File: src/rtl/decoder_pkg.sv
// Shared types and helpers for the 3-to-8 streaming decoder.
// Holds code/word widths, the control FSM state enum and the decode function.
// No ports; imported by decoder_3x8_stream and onehot_fifo.
package decoder_pkg;

    localparam int CODE_W = 3;
    localparam int OUT_W  = 8;

    typedef enum logic [0:0] {
        IDLE = 1'b0,
        SCAN = 1'b1
    } state_t;

    // One-hot decode of a binary code; a disabled decoder yields an all-zero word.
    function automatic logic [OUT_W-1:0] decode(input logic [CODE_W-1:0] code,
                                                input logic              en);
        return en ? (OUT_W'(1) << code) : '0;
    endfunction

endpackage

File: src/rtl/onehot_fifo.sv
// Small synchronous FIFO buffering decoded words between decoder and consumer.
// Ports: push_i/push_dat_i write the tail, pop_i advances the head, pop_dat_o shows
//        the head word (zero when empty), full_o/empty_o/count_o report occupancy.
module onehot_fifo
    import decoder_pkg::*;
#(
    parameter int DEPTH = 2,
    parameter int WIDTH = OUT_W
) (
    input  logic                       clk,
    input  logic                       rst,
    input  logic                       push_i,
    input  logic [WIDTH-1:0]           push_dat_i,
    input  logic                       pop_i,
    output logic [WIDTH-1:0]           pop_dat_o,
    output logic                       full_o,
    output logic                       empty_o,
    output logic [$clog2(DEPTH):0]     count_o
);

    localparam int PTR_W = $clog2(DEPTH);
    localparam int CNT_W = PTR_W + 1;

    logic [WIDTH-1:0] mem_q [DEPTH];
    logic [PTR_W-1:0] wr_ptr_q, wr_ptr_d;
    logic [PTR_W-1:0] rd_ptr_q, rd_ptr_d;
    logic [CNT_W-1:0] cnt_q,    cnt_d;
    logic             do_push, do_pop;

    assign full_o  = (cnt_q == CNT_W'(DEPTH));
    assign empty_o = (cnt_q == '0);
    assign count_o = cnt_q;

    // Guard locally so a careless caller can never overrun or underrun.
    assign do_push = push_i && !full_o;
    assign do_pop  = pop_i  && !empty_o;

    // Empty buffer presents a clean zero word rather than stale storage.
    assign pop_dat_o = empty_o ? '0 : mem_q[rd_ptr_q];

    // DEPTH is a power of two, so pointers wrap by natural overflow.
    always_comb begin
        wr_ptr_d = wr_ptr_q;
        rd_ptr_d = rd_ptr_q;
        cnt_d    = cnt_q;
        if (do_push) wr_ptr_d = wr_ptr_q + PTR_W'(1);
        if (do_pop)  rd_ptr_d = rd_ptr_q + PTR_W'(1);
        case ({do_push, do_pop})
            2'b10:   cnt_d = cnt_q + CNT_W'(1);
            2'b01:   cnt_d = cnt_q - CNT_W'(1);
            default: cnt_d = cnt_q;
        endcase
    end

    always_ff @(posedge clk or posedge rst) begin
        if (rst) begin
            wr_ptr_q <= '0;
            rd_ptr_q <= '0;
            cnt_q    <= '0;
        end else begin
            wr_ptr_q <= wr_ptr_d;
            rd_ptr_q <= rd_ptr_d;
            cnt_q    <= cnt_d;
        end
    end

    // Storage needs no reset: the count decides what is visible.
    always_ff @(posedge clk) begin
        if (do_push) mem_q[wr_ptr_q] <= push_dat_i;
    end

endmodule

File: src/rtl/decoder_3x8_stream.sv
// Streaming 3-to-8 decoder with a DEPTH-word output buffer and a walking-one self-test sweep.
// Ports: in_valid/in_ready/in_code/in_en input stream, scan_start sweep request,
//        out_valid/out_ready/out_data output stream, busy during sweep, dec_count of output handshakes.
module decoder_3x8_stream
    import decoder_pkg::*;
#(
    parameter int DEPTH = 2,
    parameter int CNT_W = 16
) (
    input  logic              clk,
    input  logic              rst,
    input  logic              in_valid,
    output logic              in_ready,
    input  logic [CODE_W-1:0] in_code,
    input  logic              in_en,
    input  logic              scan_start,
    output logic              out_valid,
    input  logic              out_ready,
    output logic [OUT_W-1:0]  out_data,
    output logic              busy,
    output logic [CNT_W-1:0]  dec_count
);

    localparam int FCNT_W = $clog2(DEPTH) + 1;

    state_t              state_q, state_d;
    logic [CODE_W-1:0]   idx_q,   idx_d;
    logic [CNT_W-1:0]    dec_cnt_q, dec_cnt_d;

    logic                fifo_full, fifo_empty;
    logic [FCNT_W-1:0]   fifo_cnt;
    logic                in_push, scan_push, push, pop;
    logic [OUT_W-1:0]    push_dat;

    // scan_start outranks a same-cycle input, so it gates in_ready directly.
    assign in_ready  = (state_q == IDLE) && !fifo_full && !scan_start;
    assign in_push   = in_valid && in_ready;
    // Sweep advances only when a slot is free; it stalls rather than drops.
    assign scan_push = (state_q == SCAN) && (fifo_cnt < FCNT_W'(DEPTH));
    assign push      = in_push || scan_push;
    assign push_dat  = scan_push ? decode(idx_q, 1'b1) : decode(in_code, in_en);

    assign out_valid = !fifo_empty;
    assign pop       = out_valid && out_ready;
    assign dec_count = dec_cnt_q;

    onehot_fifo #(
        .DEPTH (DEPTH),
        .WIDTH (OUT_W)
    ) u_fifo (
        .clk        (clk),
        .rst        (rst),
        .push_i     (push),
        .push_dat_i (push_dat),
        .pop_i      (pop),
        .pop_dat_o  (out_data),
        .full_o     (fifo_full),
        .empty_o    (fifo_empty),
        .count_o    (fifo_cnt)
    );

    // State register
    always_ff @(posedge clk or posedge rst) begin
        if (rst) begin
            state_q   <= IDLE;
            idx_q     <= '0;
            dec_cnt_q <= '0;
        end else begin
            state_q   <= state_d;
            idx_q     <= idx_d;
            dec_cnt_q <= dec_cnt_d;
        end
    end

    // Next-state logic
    always_comb begin
        state_d   = state_q;
        idx_d     = idx_q;
        dec_cnt_d = dec_cnt_q;
        if (pop) dec_cnt_d = dec_cnt_q + CNT_W'(1);
        case (state_q)
            IDLE: if (scan_start) state_d = SCAN;
            SCAN: begin
                if (scan_push) begin
                    // Index 7 wraps to 0 by overflow, ready for the next sweep.
                    idx_d = idx_q + CODE_W'(1);
                    if (idx_q == '1) state_d = IDLE;
                end
            end
            default: state_d = IDLE;
        endcase
    end

    // Output logic
    always_comb begin
        busy = (state_q == SCAN);
    end

endmodule

File: config.mk
export PLATFORM = sky130hd
export DESIGN_NAME = decoder_3x8_stream
export DESIGN_NICKNAME = d
export VERILOG_FILES = /design/src/rtl/decoder_pkg.sv /design/src/rtl/onehot_fifo.sv /design/src/rtl/decoder_3x8_stream.sv
export SDC_FILE = /design/constraint.sdc
export NUM_CORES = 1
export LEC_CHECK = 0
export CAP_MARGIN = 5
export CORE_MARGIN = 2
export CORE_UTILIZATION = 30
export CTS_CLUSTER_DIAMETER = 120
export DETAILED_ROUTE_END_ITERATION = 7
export GPL_TIMING_DRIVEN = 0
export SLEW_MARGIN = 20
export SYNTH_ARGS = -nofsm -noshare
export SYNTH_HDL_FRONTEND = slang
export SYNTH_SLANG_ARGS = --single-unit
File: constraint.sdc
create_clock -name clk -period 1.8 [get_ports clk]
set_input_delay 0.45 -clock clk [delete_from_list [all_inputs] [get_ports clk]]
set_output_delay 0.45 -clock clk [all_outputs]
set_load 0.02 [all_outputs]
# Word level (Yosys, flattened, before mapping)
# Memories as Yosys holds them, arrays and structs flattened.
# Cells that the tools add are included.
[totals] regBits=24 mem_bits_rw=16 in_bits=9 mem_count=1
[op_classes] addsub=6 n_lt_le_gt_ge=1 eq_ne=4 shift=2 mux=10 bitwise=1 reduce_logical=14
[memory_table] memory="u_fifo.mem_q" words=2 word_bits=8 read_ports=1 rd_clocked_by_memory_dff=0 wr=1 line_no="onehot_fifo.sv:24" source="logic [WIDTH-1:0] mem_q [DEPTH];"
[ops] op="$mux W8" n=3
[ops] op="$add A16 B1 Y16 const B" n=1
[ops] op="$shl A1 B3 Y8 const A" n=2
[ops] op="$logic_and A1 B1 Y1" n=7
[ops] op="$mux W1" n=5
[ops] op="$eq A2 B2 Y1 const B" n=2
[ops] op="$pmux W2 S2" n=1
[ops] op="$add A3 B1 Y3 const B" n=1
[ops] op="$eq A3 B3 Y1 const B" n=1
[ops] op="$logic_not A1 Y1" n=3
[ops] op="$add A1 B1 Y1 const B" n=2
[ops] op="$add A2 B1 Y2 const B" n=1
[ops] op="$eq A2 B1 Y1 const B" n=1
[ops] op="$logic_not A2 Y1" n=1
[ops] op="$lt A2 B2 Y1 const B" n=1
[ops] op="$pmux W1 S2" n=1
[ops] op="$reduce_and A2 Y1" n=1
[ops] op="$reduce_bool A2 Y1" n=1
[ops] op="$sub A2 B1 Y2 const B" n=1
[ops] op="$logic_or A1 B1 Y1" n=1
[ops] op="$not A1 Y1" n=1

# Depth between registers and ports, before layout
# Gate-level depths: netlist of the first run.
[depth] word_depth=9 ltp_mapped=8

# By module
# Synthesis of the first run repeated with hierarchy kept, for this count alone.
[hier_totals] cells_unflattened=155 area_unflattened_um2=1895.6
[modules_own_cells] mod="decoder_3x8_stream" instances=1 cells_each=103 area_each_um2=1097.3 seq_area_each_um2=500.5
[modules_own_cells] mod="onehot_fifo" instances=1 cells_each=52 area_each_um2=798.3 seq_area_each_um2=580.6

# Least setup slack after synthesis of the first run
# No wires, ideal clock.
[synth_path] kind="reg2reg" from="register state_q, in the netlist busy" to="memory u_fifo.mem_q[1][0] (netlist name), enable pin" arrival_time_ns=1.178 t_required_ns=1.429 slack_ns=0.252 stages_incl_launch_ff=4 path_buffers=0 path_cell_list="dfrtp_1 -> o21ai_0 -> o21ai_1 -> nor2_1"
[synth_between] elab_chain_len=8 word_cells_on_any_way=9
[synth_rtl] item="from (decl)" line_no="decoder_3x8_stream.sv:26" source="state_t state_q, state_d;"
[synth_rtl] item="from (signal assigned)" line_no="decoder_3x8_stream.sv:69" source="state_q <= state_d;"
[synth_rtl] item="$not A1 Y1"
[synth_rtl] item="$logic_and A1 B1 Y1 (2 in series)" line_no="decoder_3x8_stream.sv:36" source="assign in_ready = (state_q == IDLE) && !fifo_full && !scan_start;"
[synth_rtl] item="$logic_and A1 B1 Y1" line_no="decoder_3x8_stream.sv:37" source="assign in_push = in_valid && in_ready;"
[synth_rtl] item="$logic_or A1 B1 Y1 *" line_no="decoder_3x8_stream.sv:40" source="assign push = in_push || scan_push;"
[synth_rtl] item="$logic_and A1 B1 Y1 *" line_no="onehot_fifo.sv:35" source="assign do_push = push_i && !full_o;"
[synth_rtl] item="$mux W1 *" line_no="onehot_fifo.sv:69" source="if (do_push) mem_q[wr_ptr_q] <= push_dat_i;"
[synth_rtl] item="$mux W1 (not written as such) *" line_no="onehot_fifo.sv:69"
[synth_rtl] item="to (decl)" line_no="onehot_fifo.sv:24"
# Mark *: on every way between the ends. The rest lies on a longest branch, timed or not.

# Worst setup path after layout of the first run
[layout_path] from="register u_fifo.cnt_q[1], in the netlist u_fifo.count_o[1]" to="output port out_data[0]"
[layout_between] elab_chain_len=2
[layout_rtl] item="from (decl)" line_no="onehot_fifo.sv:27" source="logic [CNT_W-1:0] cnt_q, cnt_d;"
[layout_rtl] item="from (signal assigned)" line_no="onehot_fifo.sv:63" source="cnt_q <= cnt_d;"
[layout_rtl] item="$logic_not A2 Y1" line_no="onehot_fifo.sv:31" source="assign empty_o = (cnt_q == '0);"
[layout_rtl] item="$mux W8" line_no="onehot_fifo.sv:39" source="assign pop_dat_o = empty_o ? '0 : mem_q[rd_ptr_q];"
[layout_rtl] item="to (decl)" line_no="decoder_3x8_stream.sv:19" source="output logic [OUT_W-1:0] out_data,"
# Every way passes these cells.

==> summary.md, run 1 <==
| Metric | Value |
|---|---|
| Area share of the largest cell type after synthesis | `31.9%` |
| Area leader, netlist | `dfrtp_1` |
| Worst Tran Pin Value | `0.908 ns` |
| Final Hold Vio Count | `0` |
| CP arrival | `1.34 ns` |
| Area growth syn-to-layout | `30.0%` |
| Post-route minimum period | `1.79 ns` |
| Root buffer cell | `clkbuf_8` |
| Synth area leaders | `dfrtp_1 32%, edfxtp_1 25%, xnor2_1 7.9%, ha_1 5.3%, mux2i_1 4.2%` |
| Gate power share | `45.3%` |
| Syn nets | `174` |
| Flop pwr share | `38.2%` |
| Final worst-path cycle share | `99.4%` |
| CP Data Required Time | `1.35 ns` |
| Clk_skew | `0.00866 ns` |
| Main synth FF type | `dfrtp_1` |
| Share of cells above drive strength 1 | `15.8%` |
| Vias in the first global route | `1266` |
| # H-tree levels | `2` |
| Switching power | `1.61 mW` |
| Vias/cell | `4.60` |
| Pins over their slew limit | `0` |
| P_leak | `1.15 nW` |
| Max-slew headroom | `39.4%` |
| Die Span Y | `83.3 um` |
| Clock share of power | `16.5%` |
| Total CTS buffers | `5` |
| Outcome | `finished clean` |
| Pwr Density | `1650 nW/um2` |
| 1st-iter DRT viols | `67` |
| CTS tree | `yes` |
| Drt wl/cell | `13.2 um` |
| Die X | `83.3 um` |
| First-pass GRT wire length | `6.21 mm` |
| HP Class | `flip-flop to flip-flop` |
| Clock Tree Buf Depth | `2` |
| Routed Antenna Nets | `0` |
| Placed wire-length estimate | `2.54 mm` |
| Clk sinks | `40` |
| I/O Buffers | `35` |
| Final Util | `40.9%` |
| Sw Ratio | `39.8%` |
| N_diodes | `0` |
| Post-route DRC | `0` |
| RSZ-0062 raised after global routing | `true` |
| Max Fclk | `0.559 GHz` |
| Max rail drop VDD | `605 uV` |
| Ys async rst share | `60.0%` |
| Seq. cell area | `1080 um2` |
| Via count | `1278` |
| # IOs | `36` |
| Int Pwr | `2.44 mW` |
| Detailed-router iteration count before antenna repair | `4` |
| Routed WL | `3.66 mm` |
| Die area | `6930 um2` |
| Footprint of the multi-input gates | `766 um2` |
| Total number of yosys warnings | `0` |
| Number of flops mapped to enable cells by yosys | `16` |
| Synth Register Bits | `40` |
| Synth unique cells | `27` |
| Seq/Total Area, Yosys | `57.4%` |
| Critical path class | `flip-flop to output pin` |
| Gpl congestion | `0.757` |
| Rows | `28` |
| Worst Path Max Fanout | `8` |
| Cell Area, Synth | `1880 um2` |
| Crit end category | `output pin` |
| Total gr overflow | `0` |
| Max-Cap Viols | `0` |
| Avg Inst Size Synth | `12.0 um2` |
| CP Launch Type | `flip-flop` |
| Worst-path clk slew | `0.08 ns` |
| Cts hold-fix bufs | `0` |
| Initial antenna violation count | `0` |
| Filler cells | `586` |
| Total track usage | `11.4%` |
| Fin Hold WS | `0.471 ns` |
| Largest net degree at the start of global routing | `25` |
| Core area | `5990 um2` |
| Layout Nets | `219` |
| Cells after Synth | `157` |
| Setup violators final | `0` |
| Clk_lat worst skew | `0.30 ns` |
| Initial core utilization | `31.5%` |
placed cells by master, fill, tap and decap left out, types with 2 or more instances in the layout:
cell type        instances
buf_6                    3
nand4_1                  5
mux2i_1                  8
o21ai_0                  3
nand2_1                 11
buf_4                    2
edfxtp_1                16
nor2_1                  13
nand3_1                  9
and3_1                   2
inv_1                   11
o31ai_1                  4
a32o_1                   4
dlymetal6s2s_1           5
xnor2_1                 17
nor2b_1                  2
ha_1                     8
clkbuf_8                 5
dfrtp_1                 24
dlygate4sd2_1            9
nor2_4                   5
buf_2                   10
clkdlybuf4s50_1         11
xor2_1                   4
registers in the layout, summed over array words and instances (netlist names):
signal	flops
u_fifo.wr_ptr_q	1
dec_count	16
u_fifo.mem_q	16
u_fifo.rd_ptr_q	1
u_fifo.count_o	2
idx_q	3
busy	1
area by class of cell:
cell class | count | share of cell area, %
inverters | 11 | 1.69
clock buffers | 7 | 3.98
flip-flops and latches | 40 | 44.1
repair buffers | 37 | 13.2
clock inverters | 1 | 0.204
multi-input cells | 103 | 31.3
plain buffers | 4 | 1.74
well taps | 75 | 3.83
per-layer routing:
layer	global-route usage, %	up-vias	share of wire [%]
li1	-	634	-
met1	15.0	603	48
met2	17.2	34	45
met3	3.28	7	4.4
met4	5.37	0	2.1
met5	0	-	0
kinds of logic (layout without fill, tap and decap cells):
kind of cell	Yosys count	count (layout)	synth area share, %
buffers and inverters	15	60	3.72
AOI/OAI and AO/OA	15	15	6.44
DFF	40	40	57.4
and+or+nand+nor	50	51	13.1
muxes	8	8	4.25
xor gates and xnor gates	21	21	9.76
adders and majority gates	8	8	5.31
synthesized netlist by cell type (2+ instances only):
library cell and number:
xnor2_1 17, and3_1 2, nor2_1 16, nand2_1 11, mux2i_1 8, nand3_1 9
edfxtp_1 16, nand4_1 5, nor2_4 2, buf_2 2, a32o_1 4, dfrtp_1 24
o21ai_0 3, ha_1 8, inv_1 11, nor2b_1 2, o31ai_1 4, xor2_1 4
critical path, stage by stage, from the launching register on:
cell and delay (ns):
dfrtp_1 0.38, buf_6 0.15, nor2_4 0.21, buf_6 0.12, nor2_1 0.03, buf_2 0.15
path summary, 6_finish.rpt:
path | from | end | slack (ns) | cells after the start
max reg2reg | u_fifo.count_o[0] | u_fifo.count_o[1] | 0.12 | 6
max | u_fifo.count_o[1] | out_data[0] | 0.01 | 5
max in group asynchronous | rst | dec_count[11] | 0.59 | 2
min in group asynchronous | rst | dec_count[10] | 0.65 | 2
min | dec_count[15] | dec_count[15] | 0.47 | 1
min reg2reg | dec_count[15] | dec_count[15] | 0.47 | 1
what timing repair did:
item,CTS,global route
buffers inserted,1,1
endpoints found under the setup margin,35,28
resized for setup,55,13
pin swaps,1,0
cloned,1,0
metrics by stage:
stage	instances	setup TNS [ns]	total power [mW]	area (um2)	setup WS, ns
after floorplan	157	0	2.73	1880	0.252
after global placement	267	-9.60	3.39	2330	-0.394
after CTS	277	-0.00810	4.08	2440	-0.00810
final	278	0	4.04	2450	0.0108
after global routing	278	-0.0605	4.33	2450	-0.0605
after detailed placement	267	-10.15	3.43	2330	-0.405
power by group through the flow:
stage	Sequential, mW	Combinational [mW]	Clock, mW
2_1_floorplan	1.60	1.13	0
3_3_place_gp	1.54	1.85	0
3_5_place_dp	1.55	1.88	0
4_1_cts	1.54	1.86	0.679
5_1_grt	1.59	2.02	0.724
6_report	1.54	1.83	0.666
No activity file was read; power rests on OpenSTA's default activity.
==> inputs of run 2 (changes only) <==
--- a/config.mk
+++ b/config.mk
@@ -11,6 +11,7 @@
 export CTS_CLUSTER_DIAMETER = 120
 export DETAILED_ROUTE_END_ITERATION = 7
 export GPL_TIMING_DRIVEN = 0
+export REMOVE_ABC_BUFFERS = 1
 export SLEW_MARGIN = 20
 export SYNTH_ARGS = -nofsm -noshare
 export SYNTH_HDL_FRONTEND = slang
==> summary.md, run 2 (synthesis results as in run 1) <==
| Metric | Value |
|---|---|
| Clk_lat worst skew | `0.29 ns` |
| CP arrival | `1.29 ns` |
| Most frequent cells in the layout | `21 x dfrtp_1, 17 x xnor2_1, 16 x edfxtp_1, 13 x nor2_1, 12 x buf_4` |
| Post-route minimum period | `1.74 ns` |
| Max incr delay on CP | `0.61 ns` |
| Hold Crit Start | `dec_count[15]` |
| Routed Antenna Nets | `0` |
| Vias/cell | `4.66` |
| Drt wl/cell | `13.6 um` |
| Final Util | `42.6%` |
| # H-tree levels | `2` |
| Critical path class | `flip-flop to output pin` |
| # IOs | `36` |
| Fin Hold WS | `0.477 ns` |
| Setup violators final | `0` |
| Initial antenna violation count | `0` |
| Endpoint of the worst-slack reg-to-reg timing path | `u_fifo.mem_q[0][5]` |
| Worst-case hold path end point | `dec_count[15]` |
| Cell-by-cell trace of the critical path | `clkdlybuf4s50_1` |
| Max-slew headroom | `38.9%` |
| Total track usage | `11.3%` |
| CP Data Required Time | `1.35 ns` |
| Most common cell after layout, fill and taps aside | `dfrtp_1` |
| Worst Path Max Fanout | `3` |
| Cell Area, Placed | `2300 um2` |
| Rows | `28` |
| Routed WL | `3.88 mm` |
| Pwr Density | `1680 nW/um2` |
| Outcome | `finished clean` |
| I/O Buffers | `35` |
| Worst Tran Pin Value | `0.916 ns` |
| Placed wire-length estimate | `2.52 mm` |
| 1st-iter DRT viols | `105` |
| HP Class | `flip-flop to flip-flop` |
| Max rail drop VDD | `679 uV` |
| Layout Nets | `227` |
| Final worst setup slack | `0.0597 ns` |
| Vias in the first global route | `1215` |
| CP Launch Type | `flip-flop` |
| Core area | `5990 um2` |
| Max-Cap Viols | `0` |
| Post-route DRC | `0` |
| Slowest stage cell on the critical path | `clkdlybuf4s50_1` |
| Detailed-router iteration count before antenna repair | `4` |
| FF-to-FF path depth | `4` |
| RSZ-0062 raised after global routing | `false` |
| Total Neg Setup Slack | `0 ns` |
| Largest net degree at the start of global routing | `25` |
| Area growth syn-to-layout | `35.5%` |
| Clk sinks | `40` |
| Die area | `6930 um2` |
| Pins over their slew limit | `0` |
| Via count | `1332` |
| Worst-path clk slew | `0.08 ns` |
| CTS tree | `yes` |
| Initial core utilization | `31.5%` |
| Total CTS buffers | `5` |
| Final worst-path cycle share | `96.7%` |
| Worst Path Buf+Inv | `1` |
| Critical path's top delay family | `buffers and inverters` |
| Clock Tree Buf Depth | `2` |
| Clk_skew | `0.00775 ns` |
| Final std cells w/o fill | `286` |
| Gpl congestion | `0.790` |
| Hold depth | `1` |
| First-pass GRT wire length | `6.05 mm` |
| Die Span Y | `83.3 um` |
| Flop2flop setup slack | `0.14 ns` |
| Crit end category | `output pin` |
| Share of cells above drive strength 1 | `22.3%` |
| Root buffer cell | `clkbuf_8` |
| Final Hold Vio Count | `0` |
| Max Fclk | `0.575 GHz` |
| Dpl cells | `263` |
| Fin area | `2550 um2` |
| Total gr overflow | `0` |
| N_diodes | `0` |
| FF-to-FF Start | `u_fifo.count_o[0]` |
| Total power | `4.30 mW` |
| Die X | `83.3 um` |
| Pre-CTS setup slack | `-0.414 ns` |
| P_leak | `1.22 nW` |
run 2: area by class of cell:
cell class              instances  area (um2)
inverters                      11        41.3
fillers                       569        3440
multi-input cells             103         772
flip-flops and latches         40        1080
clock buffers                   8         121
well taps                      75        93.8
repair buffers                 49         439
run 2: where the power goes:
part | internal [mW] | switching [mW]
registers | 1.35 | 0.239
logic | 0.863 | 1.11
clock network | 0.433 | 0.307
run 2: worst max path at each step:
stage | to | slack, ns | cells after the start | start
6_report | dec_count[8] | 0.06 | 1 | dec_count[8]
5_1_grt | out_data[2] | 0.0009 | 4 | u_fifo.rd_ptr_q
4_1_cts | u_fifo.mem_q[0][3] | -0.1 | 4 | scan_start
3_5_place_dp | u_fifo.mem_q[0][3] | -0.41 | 4 | scan_start
3_3_place_gp | out_data[0] | -0.40 | 3 | u_fifo.count_o[0]
2_1_floorplan | u_fifo.mem_q[1][0] | 0.24 | 4 | u_fifo.count_o[0]
run 2: metal layers:
metal  part of all wire (%)  GRT usage, %  vias to the layer above
met5                      0             0                        -
met4                    2.4          5.96                        0
li1                       -             -                      645
met1                     48          15.5                      633
met2                     44          15.6                       47
met3                    5.9          3.98                        7
run 2: timing repair:
item	CTS	global route
gates cloned	1	0
endpoints found under the setup margin	33	36
buffers inserted	11	4
pin swaps	1	2
hold buffers	0	0
gates resized for setup	49	23
==> inputs of run 3 (changes only) <==
--- a/config.mk
+++ b/config.mk
@@ -7,12 +7,12 @@
 export LEC_CHECK = 0
 export CAP_MARGIN = 5
 export CORE_MARGIN = 2
-export CORE_UTILIZATION = 30
+export CORE_UTILIZATION = 51
 export CTS_CLUSTER_DIAMETER = 120
 export DETAILED_ROUTE_END_ITERATION = 7
 export GPL_TIMING_DRIVEN = 0
+export PLACE_DENSITY = 0.79
 export REMOVE_ABC_BUFFERS = 1
-export SLEW_MARGIN = 20
 export SYNTH_ARGS = -nofsm -noshare
 export SYNTH_HDL_FRONTEND = slang
 export SYNTH_SLANG_ARGS = --single-unit
==> summary.md, run 3 (synthesis results as in run 1) <==
| Metric | Value |
|---|---|
| Outcome | `finished clean` |
| Flop2flop setup slack | `0.11 ns` |
| Worst Path Max Fanout | `4` |
| # H-tree levels | `2` |
| Hold Crit Start | `dec_count[15]` |
| CP arrival | `1.32 ns` |
| Cell-by-cell trace of the critical path | `buf_4 -> a211oi_2 -> buf_2` |
| Worst-path clk slew | `0.08 ns` |
| Die Span Y | `64.8 um` |
| Total gr overflow | `0` |
| 1st-iter DRT viols | `28` |
| Most frequent cells in the layout | `21 x dfrtp_1, 17 x xnor2_1, 16 x edfxtp_1, 13 x nor2_1, 12 x clkdlybuf4s50_1` |
| Max incr delay on CP | `0.46 ns` |
| Clk_lat worst skew | `0.29 ns` |
| Root buffer cell | `clkbuf_8` |
| Rows | `22` |
| Die area | `4200 um2` |
| Max-slew headroom | `39.8%` |
| Hold depth | `1` |
| Total CTS buffers | `5` |
| Pins over their slew limit | `0` |
| Core area | `3610 um2` |
| RSZ-0062 raised after global routing | `true` |
| I/O Buffers | `35` |
| Max Fclk | `0.566 GHz` |
| Detailed-router iteration count before antenna repair | `4` |
| Filler cells | `283` |
| HP Class | `flip-flop to flip-flop` |
| Max-Cap Viols | `0` |
| Initial antenna violation count | `0` |
| Total power | `3.99 mW` |
| Worst Path Buf+Inv | `2` |
| Gpl congestion | `0.832` |
| Most common cell after layout, fill and taps aside | `dfrtp_1` |
| CP Data Required Time | `1.35 ns` |
| P_leak | `1.14 nW` |
| CP Launch Type | `flip-flop` |
| Layout Nets | `220` |
| FF-to-FF Start | `u_fifo.count_o[1]` |
| Cell Area, Placed | `2270 um2` |
| N_diodes | `0` |
| Largest net degree at the start of global routing | `25` |
| Pre-CTS setup slack | `-0.456 ns` |
| Initial core utilization | `52.3%` |
| Setup violators final | `0` |
| Fin area | `2410 um2` |
| Vias/cell | `5.16` |
| Critical path's top delay family | `flip-flops` |
| Vias in the first global route | `1390` |
| Slowest stage cell on the critical path | `dfrtp_2` |
| Total track usage | `19.9%` |
| Drt wl/cell | `14.8 um` |
| Worst-case hold path end point | `dec_count[15]` |
| Final worst setup slack | `0.0326 ns` |
| Share of cells above drive strength 1 | `17.2%` |
| Worst Tran Pin Value | `0.902 ns` |
| FF-to-FF path depth | `5` |
| Critical path class | `flip-flop to output pin` |
| Placed wire-length estimate | `2.70 mm` |
| Routed WL | `3.74 mm` |
| Clk sinks | `40` |
| Final Hold Vio Count | `0` |
| # IOs | `36` |
| Pwr Density | `1650 nW/um2` |
| Post-route minimum period | `1.77 ns` |
| Max rail drop VDD | `631 uV` |
| Cts hold-fix bufs | `0` |
| Via count | `1300` |
| Die X | `64.8 um` |
| Area growth syn-to-layout | `28.1%` |
| Endpoint of the worst-slack reg-to-reg timing path | `u_fifo.count_o[1]` |
| Clk_skew | `0.0116 ns` |
| Routed Antenna Nets | `0` |
| CTS tree | `yes` |
| Crit end category | `output pin` |
| Post-route DRC | `0` |
| Clock Tree Buf Depth | `2` |
| First-pass GRT wire length | `6.27 mm` |
| Final worst-path cycle share | `98.2%` |
-- run 3: cell types whose count changed in the layout (fill, tap and decap cells not counted), moves of 2 or more --
cell	before	now
buf_2	8	4
dlygate4sd2_1	7	9
clkbuf_8	7	5
clkbuf_1	0	2
-- run 3: layout make-up --
cell class / count / area [um2] / share of cell area [%]
clock buffers: 7 / 76.3 / 3.16
multi-input cells: 102 / 758 / 31.4
clock inverters: 1 / 5.00 / 0.207
inverters: 11 / 41.3 / 1.71
well taps: 48 / 60.1 / 2.49
flip-flops and latches: 40 / 1080 / 44.9
repair buffers: 43 / 388 / 16.1
-- run 3: power breakdown --
| part | switching [mW] | internal [mW] |
|---|---|---|
| Combinational | 1.01 | 0.782 |
| Sequential | 0.274 | 1.35 |
| Clock | 0.295 | 0.272 |
| Total | 1.58 | 2.40 |
-- run 3: worst max-delay path by stage --
| stage | from | to | slack [ns] | cells past startpoint |
|---|---|---|---|---|
| 2_1_floorplan | u_fifo.count_o[0] | u_fifo.mem_q[1][0] | 0.24 | 4 |
| 3_3_place_gp | scan_start | in_ready | -0.44 | 3 |
| 3_5_place_dp | scan_start | in_ready | -0.46 | 3 |
| 4_1_cts | u_fifo.rd_ptr_q | out_data[3] | -0.006 | 5 |
| 5_1_grt | scan_start | u_fifo.count_o[1] | -0.03 | 6 |
| 6_report | u_fifo.count_o[1] | in_ready | 0.03 | 3 |
-- run 3: layer usage --
| metal | share of wire, % | vias to the layer above | routed length (um) | GRT usage (%) |
|---|---|---|---|---|
| met3 | 4.3 | 8 | 160 | 3.47 |
| li1 | - | 633 | - | - |
| met4 | 1.8 | 0 | 68 | 10.9 |
| met1 | 41 | 626 | 1530 | 24.3 |
| met2 | 53 | 33 | 1980 | 33.4 |
| met5 | 0 | - | 0 | 0 |
-- run 3: per-stage QoR --
stage / instances / TNS, ns / hold slack (ns) / utilization [%]
6_report: 252 / 0 / 0.485 / 66.9
5_1_grt: 252 / -0.0356 / 0.518 / 66.9
4_1_cts: 251 / -0.00950 / 0.488 / 66.2
3_5_place_dp: 236 / -8.05 / 0.475 / 62.8
3_3_place_gp: 236 / -7.25 / 0.468 / 62.8
2_1_floorplan: 153 / 0 / 0.465 / -
-- run 3: worst reg2reg max path, delay by kind of cell, from the launching register on --
kind / cells / cell delay (ns)
DFF: 1 / 0.46
adders and majority gates: 1 / 0.36
AOI/OAI and AO/OA: 1 / 0.34
buffers and inverters: 1 / 0.16
xor gates and xnor gates: 1 / 0.16
and+or+nand+nor: 1 / 0.14
-- run 3: repair_timing --
action                                  4_1_cts  5_1_grt
buffers inserted                              7        2
resized for setup                            52       12
hold endpoints to repair                      0        0
pin swaps                                     1        1
endpoints found under the setup margin       33       17
